<file path="src/rtl/mem_access_pkg.sv">
// Shared constants for the load/store path: funct3 size/sign codes (also used
// by the controller decoder), FSM state encodings and byte-enable patterns.
package mem_access_pkg;

  localparam logic [2:0] F3_LB  = 3'b000;
  localparam logic [2:0] F3_LH  = 3'b001;
  localparam logic [2:0] F3_LW  = 3'b010;
  localparam logic [2:0] F3_LBU = 3'b100;
  localparam logic [2:0] F3_LHU = 3'b101;

  localparam logic [3:0] BE_BYTE0   = 4'b0001;
  localparam logic [3:0] BE_HALF_LO = 4'b0011;
  localparam logic [3:0] BE_HALF_HI = 4'b1100;
  localparam logic [3:0] BE_WORD    = 4'b1111;

  typedef enum logic [1:0] {
    ST_IDLE = 2'd0,
    ST_REQ  = 2'd1,
    ST_DONE = 2'd2
  } state_e;

  typedef enum logic [1:0] {
    SZ_BYTE = 2'd0,
    SZ_HALF = 2'd1,
    SZ_WORD = 2'd2
  } size_e;

  // Unknown funct3 codes fall through to a word access.
  function automatic size_e f3_size(input logic [2:0] f3);
    case (f3)
      F3_LB, F3_LBU: return SZ_BYTE;
      F3_LH, F3_LHU: return SZ_HALF;
      default:       return SZ_WORD;
    endcase
  endfunction

  function automatic logic is_misaligned(input size_e sz, input logic [1:0] lo);
    case (sz)
      SZ_HALF: return lo[0];
      SZ_WORD: return (lo != 2'b00);
      default: return 1'b0;
    endcase
  endfunction

endpackage

</file>
<file path="src/rtl/load_align.sv">
// Combinational load extractor: picks the addressed byte/half out of a raw bus
// word and sign- or zero-extends it. Word codes pass the raw word through.
module load_align
  import mem_access_pkg::*;
(
  input  logic [31:0] raw,
  input  logic [1:0]  addr_lo,
  input  logic [2:0]  funct3,
  output logic [31:0] rdata
);

  logic [7:0]  byte_sel;
  logic [15:0] half_sel;
  logic        is_unsigned;

  assign is_unsigned = funct3[2];

  // Lane select and extension; half accesses only look at addr_lo[1].
  always_comb begin
    byte_sel = raw[7:0];
    half_sel = addr_lo[1] ? raw[31:16] : raw[15:0];
    rdata    = raw;
    case (addr_lo)
      2'd0:    byte_sel = raw[7:0];
      2'd1:    byte_sel = raw[15:8];
      2'd2:    byte_sel = raw[23:16];
      default: byte_sel = raw[31:24];
    endcase
    case (f3_size(funct3))
      SZ_BYTE: rdata = is_unsigned ? {24'd0, byte_sel} : {{24{byte_sel[7]}}, byte_sel};
      SZ_HALF: rdata = is_unsigned ? {16'd0, half_sel} : {{16{half_sel[15]}}, half_sel};
      default: rdata = raw;
    endcase
  end

endmodule

</file>
<file path="src/rtl/mem_access_unit.sv">
// Load/store unit between the CPU datapath and the data-memory req/ack bus.
// Optional build macro MISALIGN_TRAP_EN: misaligned half/word accesses are
// completed without a bus transaction and flagged on the misaligned port.
//
// state   | meaning
// IDLE    | waiting for mem_read/mem_write; request cycle stalls combinationally
// REQ     | bus_req high, waiting for bus_ack or timeout
// DONE    | one-cycle completion, rdata valid, always back to IDLE
module mem_access_unit
  import mem_access_pkg::*;
#(
  parameter int unsigned ACK_TIMEOUT = 255
)
(
  input  logic        clk,
  input  logic        rst,
  input  logic        mem_read,
  input  logic        mem_write,
  input  logic [2:0]  funct3,
  input  logic [31:0] addr,
  input  logic [31:0] wdata,
  output logic [31:0] rdata,
  output logic        stall,
  output logic        done,
  output logic        bus_err,
`ifdef MISALIGN_TRAP_EN
  output logic        misaligned,
`endif
  output logic        bus_req,
  output logic        bus_we,
  output logic [31:0] bus_addr,
  output logic [3:0]  bus_be,
  output logic [31:0] bus_wdata,
  input  logic [31:0] bus_rdata,
  input  logic        bus_ack
);

  state_e      state_q, state_d;
  size_e       size_in;
  logic        req_in;
  logic        trap_cond;
  logic        take, trap, ack_hit, tmo;
  logic [15:0] cnt_q;
  logic [16:0] cnt_inc;
  logic [3:0]  be_d;
  logic [31:0] wdata_d;
  logic [1:0]  addr_lo_q;
  logic [2:0]  f3_q;
  logic        err_q;
  logic [31:0] rdata_q;
  logic [31:0] load_data;

  assign req_in  = mem_read | mem_write;
  assign size_in = f3_size(funct3);
  assign cnt_inc = {1'b0, cnt_q} + 17'd1;

`ifdef MISALIGN_TRAP_EN
  logic mis_q;
  assign trap_cond  = is_misaligned(size_in, addr[1:0]);
  assign misaligned = mis_q;

  // Trap flag is only ever set on the edge into DONE, so it reads as a pulse.
  always_ff @(posedge clk or negedge rst) begin
    if (!rst) mis_q <= 1'b0;
    else      mis_q <= trap;
  end
`else
  assign trap_cond = 1'b0;
`endif

  // State register; reset drops bus_req immediately since it decodes from here.
  always_ff @(posedge clk or negedge rst) begin
    if (!rst) state_q <= ST_IDLE;
    else      state_q <= state_d;
  end

  // Next-state and transition strobes.
  always_comb begin
    state_d = state_q;
    take    = 1'b0;
    trap    = 1'b0;
    ack_hit = 1'b0;
    tmo     = 1'b0;
    unique case (state_q)
      ST_IDLE: begin
        if (req_in) begin
          take = 1'b1;
          if (trap_cond) begin
            trap    = 1'b1;
            state_d = ST_DONE;
          end else begin
            state_d = ST_REQ;
          end
        end
      end
      ST_REQ: begin
        if (bus_ack) begin
          ack_hit = 1'b1;
          state_d = ST_DONE;
        end else if (cnt_inc == 17'(ACK_TIMEOUT)) begin
          tmo     = 1'b1;
          state_d = ST_DONE;
        end
      end
      ST_DONE: state_d = ST_IDLE;
      default: state_d = ST_IDLE;
    endcase
  end

  // Byte enables and lane replication for the incoming access.
  always_comb begin
    be_d    = BE_WORD;
    wdata_d = wdata;
    unique case (size_in)
      SZ_BYTE: begin
        be_d    = BE_BYTE0 << addr[1:0];
        wdata_d = {4{wdata[7:0]}};
      end
      SZ_HALF: begin
        be_d    = addr[1] ? BE_HALF_HI : BE_HALF_LO;
        wdata_d = {2{wdata[15:0]}};
      end
      default: begin
        be_d    = BE_WORD;
        wdata_d = wdata;
      end
    endcase
  end

  load_align u_load_align (
    .raw     (bus_rdata),
    .addr_lo (addr_lo_q),
    .funct3  (f3_q),
    .rdata   (load_data)
  );

  // Access latch, timeout counter, completion flags and load data register.
  always_ff @(posedge clk or negedge rst) begin
    if (!rst) begin
      bus_addr  <= '0;
      bus_be    <= '0;
      bus_wdata <= '0;
      bus_we    <= 1'b0;
      addr_lo_q <= '0;
      f3_q      <= '0;
      cnt_q     <= '0;
      err_q     <= 1'b0;
      rdata_q   <= '0;
    end else begin
      if (take) begin
        bus_addr  <= {addr[31:2], 2'b00};
        bus_be    <= be_d;
        bus_wdata <= wdata_d;
        bus_we    <= mem_write;
        addr_lo_q <= addr[1:0];
        f3_q      <= funct3;
        cnt_q     <= '0;
      end else if (state_q == ST_REQ && !bus_ack) begin
        cnt_q <= cnt_inc[15:0];
      end
      err_q <= tmo;
      if (ack_hit && !bus_we) rdata_q <= load_data;
      else if (tmo || trap)   rdata_q <= '0;
    end
  end

  assign bus_req = (state_q == ST_REQ);
  assign done    = (state_q == ST_DONE);
  assign bus_err = err_q;
  assign rdata   = rdata_q;
  assign stall   = ((state_q == ST_IDLE) && req_in) || (state_q == ST_REQ);

endmodule

</file>
<file path="config.mk">
export PLATFORM = sky130hd
export DESIGN_NAME = mem_access_unit
export DESIGN_NICKNAME = d
export VERILOG_FILES = /design/src/rtl/mem_access_pkg.sv /design/src/rtl/load_align.sv /design/src/rtl/mem_access_unit.sv
export SDC_FILE = /design/constraint.sdc
export NUM_CORES = 1
export LEC_CHECK = 0
export CORE_ASPECT_RATIO = 0.75
export CORE_UTILIZATION = 41
export DETAILED_ROUTE_END_ITERATION = 8
export PLACE_DENSITY_LB_ADDON = 0.3
export RECOVER_POWER = 25
export SYNTH_ARGS = -nofsm -noshare
export SYNTH_HDL_FRONTEND = slang
export SYNTH_SLANG_ARGS = --single-unit
export TNS_END_PERCENT = 10
</file>
<file path="constraint.sdc">
create_clock -name clk -period 3 [get_ports clk]
set_clock_uncertainty 0.05 [all_clocks]
set_input_delay 0.3 -clock clk [delete_from_list [all_inputs] [get_ports clk]]
set_output_delay 0.3 -clock clk [all_outputs]
set_load 0.01 [all_outputs]
</file>
==> results of run 1 <==
## report_power, final
| group | switching (mW) | leakage, nW | internal [mW] |
|---|---|---|---|
| clock network | 0.735 | 0.273 | 1.16 |
| logic | 1.79 | 2.10 | 1.91 |
| registers | 0.483 | 1.55 | 2.35 |
| total | 3.01 | 3.92 | 5.41 |
## what timing repair did
action,in CTS,in global routing
hold buffers,1,0
endpoints found under the hold margin,37,0
setup endpoints to repair,0,17
resized for setup,0,1
## state kept, by name (all words and copies together), names as in the netlist
name and flops:
bus_be 4, bus_addr 30, bus_wdata 32, state_q 2, rdata 32, bus_we 1, cnt_q 16, f3_q 3
bus_err 1, addr_lo_q 2
## worst paths after layout
path	start	endpoint	slack [ps]	depth (start not counted)
worst min register to register	bus_addr[3]$_DFFE_PN0P_	bus_addr[3]$_DFFE_PN0P_	420	2
worst max register to register	cnt_q[0]$_DFFE_PN0P_	rdata[27]$_DFFE_PN0P_	100	7
worst min-delay path	addr[4]	bus_addr[4]$_DFFE_PN0P_	360	3
worst max-delay path	cnt_q[0]$_DFFE_PN0P_	rdata[27]$_DFFE_PN0P_	100	7
min in group asynchronous	rst	state_q[0]$_DFFE_PN0P_	1050	2
max in group asynchronous	rst	bus_addr[29]$_DFFE_PN0P_	540	3
## layout by cell type, fill, tap and decap left out, drive strengths merged, types with 4 or more instances in the layout
cell,instances
nor2,36
mux2,9
nand3,9
mux2i,24
and4,4
a21o,8
nor3,5
o21ai,56
buf,26
a221o,16
nand4,7
a21oi,40
nand2,177
dfrtp,123
a31oi,4
inv,9
clkinv,6
o22ai,16
clkbuf,26
o221ai,8
clkdlybuf4s50,205
## cell families (layout without fill, tap and decap cells)
family	Yosys count	in the layout
xor gates and xnor gates	5	5
muxes	34	34
buffers and inverters	50	273
adders and majority gates	2	2
other	1	2
DFF	123	123
AOI/OAI and AO/OA	167	167
and+or+nand+nor	261	261
## routing by layer
metal / wire [µm] / vias to the layer above / global-route usage (%)
met5: 0 / - / 0
met4: 284 / 0 / 8.83
met3: 1730 / 28 / 8.89
met2: 8290 / 243 / 40.0
met1: 8140 / 2715 / 33.1
li1: - / 2678 / -
## area by class of cell
type,instances,area (µm²)
inverter,9,33.8
fill,1163,5120
clock buffer,25,505
multi-input combinational,471,2680
tap,195,244
timing repair buffer,233,2290
sequential,123,3080
clock inverter,6,37.5
## metrics by stage
step / setup slack [ps] / power (mW) / cell area [µm²] / hold slack (ps) / TNS [ps]
finish: 102 / 8.42 / 8860 / 362 / 0
global route: 32.0 / 8.97 / 8860 / 359 / 0
CTS: 40.2 / 8.46 / 8860 / 348 / 0
detailed placement: 51.5 / 6.53 / 8310 / 264 / 0
global placement: 110 / 6.41 / 8310 / 258 / 0
floorplan: -22.6 / 4.56 / 5990 / -45.6 / -318
## worst register-to-register path, stage by stage (launching register included)
cell and delay (ps):
dfrtp_1 350, ha_2 200, nand4_1 120, or4_1 510, o211a_1 260, or4_4 440, o31a_4 410, a221o_2 430
==> results.yml, run 1 <==
yosys:
  synth_edf_count: 0
  yosys.area_share.adder_pct: 0.418
  synth_area_leaders: "dfrtp_1, nand2_1, o21ai_0"
  synth-seq-cells: 123
  seq_area_frac_synth_pct: 51.4
  synthArstFlopShare_pct: 100
  synth.most_common_cell: "nand2_1"
  synth_compound_area_share_pct: 18.0
  synth_top_family_by_area: "simple AND/OR/NAND/NOR gates"
  synth_top_area_share_pct: 51.4
  synth-main-ff-cell: "dfrtp_1"
  synthMuxAreaShare_pct: 6.09
  synth_area_leader_cell: "dfrtp_1"
  yosys-top-cells-count: "nand2_1, dfrtp_1, o21ai_0"
  yosys.area_share.simple_pct: 18.9
  yosysWarningCount: 0
  yosysUniqueCellTypes: 67
  syn_avg_cell_area_um2: 9.31
  syn-cell-area_um2: 5980
  synthXorXnorAreaFrac_pct: 0.732
  synth_cells: 643
route:
  drc: 0
  postRouteWirelength_um: 18400
  vias_per_cell: 5.33
  vias: 5664
  dr.pass1.iters: 6
  ant_nets: 0
  routedWlPerCell_um: 17.4
  drt_iter0_markers: 381
global_route:
  grt_max_degree: 98
  grt_pass1_vias: 5713
  grt_pass1_wl_um: 29700
  grt_usage_pct: 25.6
  antenna_found_initial: 0
  overflow: 0
finish:
  n_antenna_cell: 0
  areaGrowthSynthToFinish_pct: 48.1
  drive_gt1_share_pct: 10.7
  final_cells: 1062
  nets: 961
  fin_util_pct: 63.4
sta:
  period_share_pct: 96.6
  worst_pin_slew_ps: 2200
  slew_violations: 38
  hold_violations: 0
  period_needed_ps: 2900
  slew_headroom_pct: -46.5
  grt_setup_unrepaired: "no"
  setup_viol: 0
  max_freq_mhz: 345
clock_network:
  cts_made_buffers: 17
  cts-root-buf: "clkbuf_16"
  path_clk_slew_ps: 50
  cts_tree: "built"
  clk_latency_ps: 420
  ctsLongestPathBuffers: 2
  postCtsSetupBuffers: 0
  htreeDepth: 4
  cts_sinks: 123
worst_setup_path:
  cp-end-kind: "register"
  path_max_fanout: 25
  crit_buf_inv: 0
  critPathLaunchType: "register"
  cp_top_family: "compound AO/OA/AOI/OAI gates"
  criticalPathCategory: "register to register"
  cp_slowest_cell: "or4_1"
  crit_chain: "ha_2 > nand4_1 > or4_1 > o211a_1 > or4_4 > o31a_4 > a221o_2"
  worstPathArrival_ps: 3140
  cp.required_ps: 3250
  critPathMaxStageDelay_ps: 510
floorplanning:
  die_h_um: 107
  io_pins: 209
  fp-row-count: 37
  initial_core_util_pct: 42.8
  dieArea_um2: 15100
  coreArea_um2: 14000
  die_width_um: 141
pwr:
  vdd_ir_drop_max_mv: 0.561
  power.density_nw_per_um2: 950
  p_leak_nw: 3.92
outcome:
  violations: "capacitance limit, slew limit"
  outcome: "finished with violations"
placement:
  finalWeightedCongestion: 0.891
  hpwl_um: 13300
  port_buffers: 206
  dp.cells: 1030
hold_path:
  hold_path_class: "input port to register"
run:
  cap_violations: 1
Power figures use the tool's default switching activity.
==> run 2, diff against run 1 <==
--- a/config.mk
+++ b/config.mk
@@ -8,6 +8,7 @@
 export CORE_ASPECT_RATIO = 0.75
 export CORE_UTILIZATION = 41
 export DETAILED_ROUTE_END_ITERATION = 8
+export GPL_ROUTABILITY_DRIVEN = 1
 export PLACE_DENSITY_LB_ADDON = 0.3
 export RECOVER_POWER = 25
 export SYNTH_ARGS = -nofsm -noshare
==> results of run 2 <==
The final DEF is identical to that of run 1; final timing and power are the same.
==> patch: new RTL, flow settings as in run 2 <==
The 3 states of `state_e` get a one-hot encoding in 3 bits.
--- a/src/rtl/mem_access_pkg.sv
+++ b/src/rtl/mem_access_pkg.sv
@@ -13,10 +13,10 @@
   localparam logic [3:0] BE_HALF_HI = 4'b1100;
   localparam logic [3:0] BE_WORD    = 4'b1111;
 
-  typedef enum logic [1:0] {
-    ST_IDLE = 2'd0,
-    ST_REQ  = 2'd1,
-    ST_DONE = 2'd2
+  typedef enum logic [2:0] {
+    ST_IDLE = 3'b001,
+    ST_REQ  = 3'b010,
+    ST_DONE = 3'b100
   } state_e;
 
   typedef enum logic [1:0] {
Function: no difference found for any inputs over 4 cycles, from zero or initial values and one cycle with rst low; so few cycles prove little.
==> patch against run 2 <==
- the flow still finishes with violations (max-capacitance violations, max-slew violations)
- setup slack improved by 0.11 ns
- synthesized area shrank 0.15%
- routed wire length is 5.0% lower
- cell area about the same
- non-clock buffer count shrank 13
- highest routed layer unchanged
- register-to-register slack improved by 0.33 ns
- largest cell class unchanged
- utilization hardly changed
- total power rose by 3.8%
- synthesized cell count is 3.0% higher
- combinational power is essentially flat
- sequential cell count grew 1
==> patch: results (changes against run 2) <==
<table>
<tr><th>Metric</th><th>Value</th></tr>
<tr><th colspan="2">Run status</th></tr>
<tr><td>Run status</td><td>finished with violations</td></tr>
<tr><td>Failing checks</td><td>max-capacitance violations, max-slew violations</td></tr>
<tr><th colspan="2">Logic synthesis</th></tr>
<tr><td>Cell types occupying the most area after synthesis</td><td>sky130_fd_sc_hd__dfrtp_1 52%, sky130_fd_sc_hd__nand2_1 13%, sky130_fd_sc_hd__o21ai_0 6.2%</td></tr>
<tr><td>Syn avg cell area</td><td>9.02 um2 (-3.0%)</td></tr>
<tr><td>Cell types with the highest counts after synthesis</td><td>200 x sky130_fd_sc_hd__nand2_1, 123 x sky130_fd_sc_hd__dfrtp_1, 74 x sky130_fd_sc_hd__o21ai_0, 41 x sky130_fd_sc_hd__nor2_1, 34 x sky130_fd_sc_hd__clkbuf_1</td></tr>
<tr><td>Register area share after synthesis</td><td>52.0% (+0.52 points)</td></tr>
<tr><th colspan="2">Setup path</th></tr>
<tr><td>Reg-to-reg startpoint</td><td>addr_lo_q[1]</td></tr>
<tr><td>Worst stage delay on the critical path</td><td>0.58 ns (+0.07 ns)</td></tr>
<tr><td>Capture point of the worst reg-to-reg path</td><td>rdata[30]</td></tr>
<tr><td>Maximum fanout encountered on the critical timing path</td><td>4 (-84%)</td></tr>
<tr><td>Worst setup slack for register-to-register paths</td><td>0.43 ns (+0.33 ns)</td></tr>
<tr><th colspan="2">Power</th></tr>
<tr><td>Share of power burned in the clock network</td><td>25.0% (+2.5 points)</td></tr>
<tr><td>P_sw</td><td>3060 uW (+1.6%)</td></tr>
<tr><td>IR drop worst, VDD</td><td>0.915 mV (+63%)</td></tr>
<tr><th colspan="2">Routing</th></tr>
<tr><td>Total number of vias</td><td>5614 (-0.88%)</td></tr>
<tr><td>Avg WL per Cell</td><td>16.4 um (-5.4%)</td></tr>
<tr><td>Number of iterations in the first detailed-routing pass</td><td>5 (-1)</td></tr>
<tr><td>Post-Route WL</td><td>17500 um (-5.0%)</td></tr>
<tr><td>1st-iter DRT viols</td><td>376 (-1.3%)</td></tr>
<tr><th colspan="2">STA</th></tr>
<tr><td>Final Max Slew Viols</td><td>34 (-11%)</td></tr>
<tr><td>Worst slew slack as a fraction of its limit</td><td>-28.2% (+18 points)</td></tr>
<tr><td>Final hold slack</td><td>0.371 ns (+0.00888 ns)</td></tr>
<tr><th colspan="2">Final layout</th></tr>
<tr><td>Fraction of final layout cells with drive strength greater than 1</td><td>8.72% (-2.0 points)</td></tr>
<tr><td>Layout fillers</td><td>1134 (-2.5%)</td></tr>
<tr><th colspan="2">Min path</th></tr>
<tr><td>Origin of the worst min-delay path</td><td>addr[20]</td></tr>
<tr><th colspan="2">Flow run</th></tr>
<tr><td>Max_cap viols</td><td>1 (unchanged)</td></tr>
<tr><th colspan="2">Global routing</th></tr>
<tr><td>Largest net degree at the start of global routing</td><td>92 (-6.1%)</td></tr>
</table>
==> patch: area by class of cell <==
class / count / area, um2 / share of cell area [%]
multi-input combinational: 490 / 2670 / 30.1
sequential: 124 / 3100 / 35.0
inverter: 6 / 22.5 / 0.254
tap: 195 / 244 / 2.75
timing repair buffer: 220 / 2200 / 24.8
clock buffer: 21 / 460 / 5.19
clock inverter: 11 / 165 / 1.86
==> patch: cell families (layout without fill, tap and decap cells) <==
logic type               Yosys count  count (layout)  share of synthesized area, %
AO/OA/AOI/OAI                    165             165                          17.4
XOR/XNOR                           6               6                         0.880
adder cells (fa/ha/maj)            2               2                         0.419
buffers and inverters             49             258                          3.60
flip-flops                       124             124                          52.0
multiplexers                      33              33                          5.68
other                              1               2                        0.0628
AND/OR/NAND/NOR                  282             282                          20.0
==> patch: worst max path at each step <==
stage                  start   endpoint  slack (ns)  depth (start not counted)
4_1_cts           state_q[0]      stall        0.21                          5
2_1_floorplan       cnt_q[0]  rdata[17]        0.66                          8
5_1_grt           state_q[0]      stall        0.16                          5
3_3_place_gp   bus_rdata[31]  rdata[28]        0.54                          7
6_report          state_q[0]      stall        0.22                          5
3_5_place_dp   bus_rdata[31]  rdata[30]        0.36                          7
==> patch: worst register-to-register path: cells and delay by family, from the launching register on <==
kind                   cells  cell delay [ns]
flip-flops                 1             0.62
buffers and inverters      1             0.17
AO/OA/AOI/OAI              4             1.46
AND/OR/NAND/NOR            1             0.19
==> patch: per-layer routing <==
layer	GRT usage [%]	up-vias	routed length, um
met1	31.8	2689	7810
li1	-	2662	-
met2	38.1	237	8050
met4	6.30	0	246
met5	0	-	0
met3	7.03	26	1410
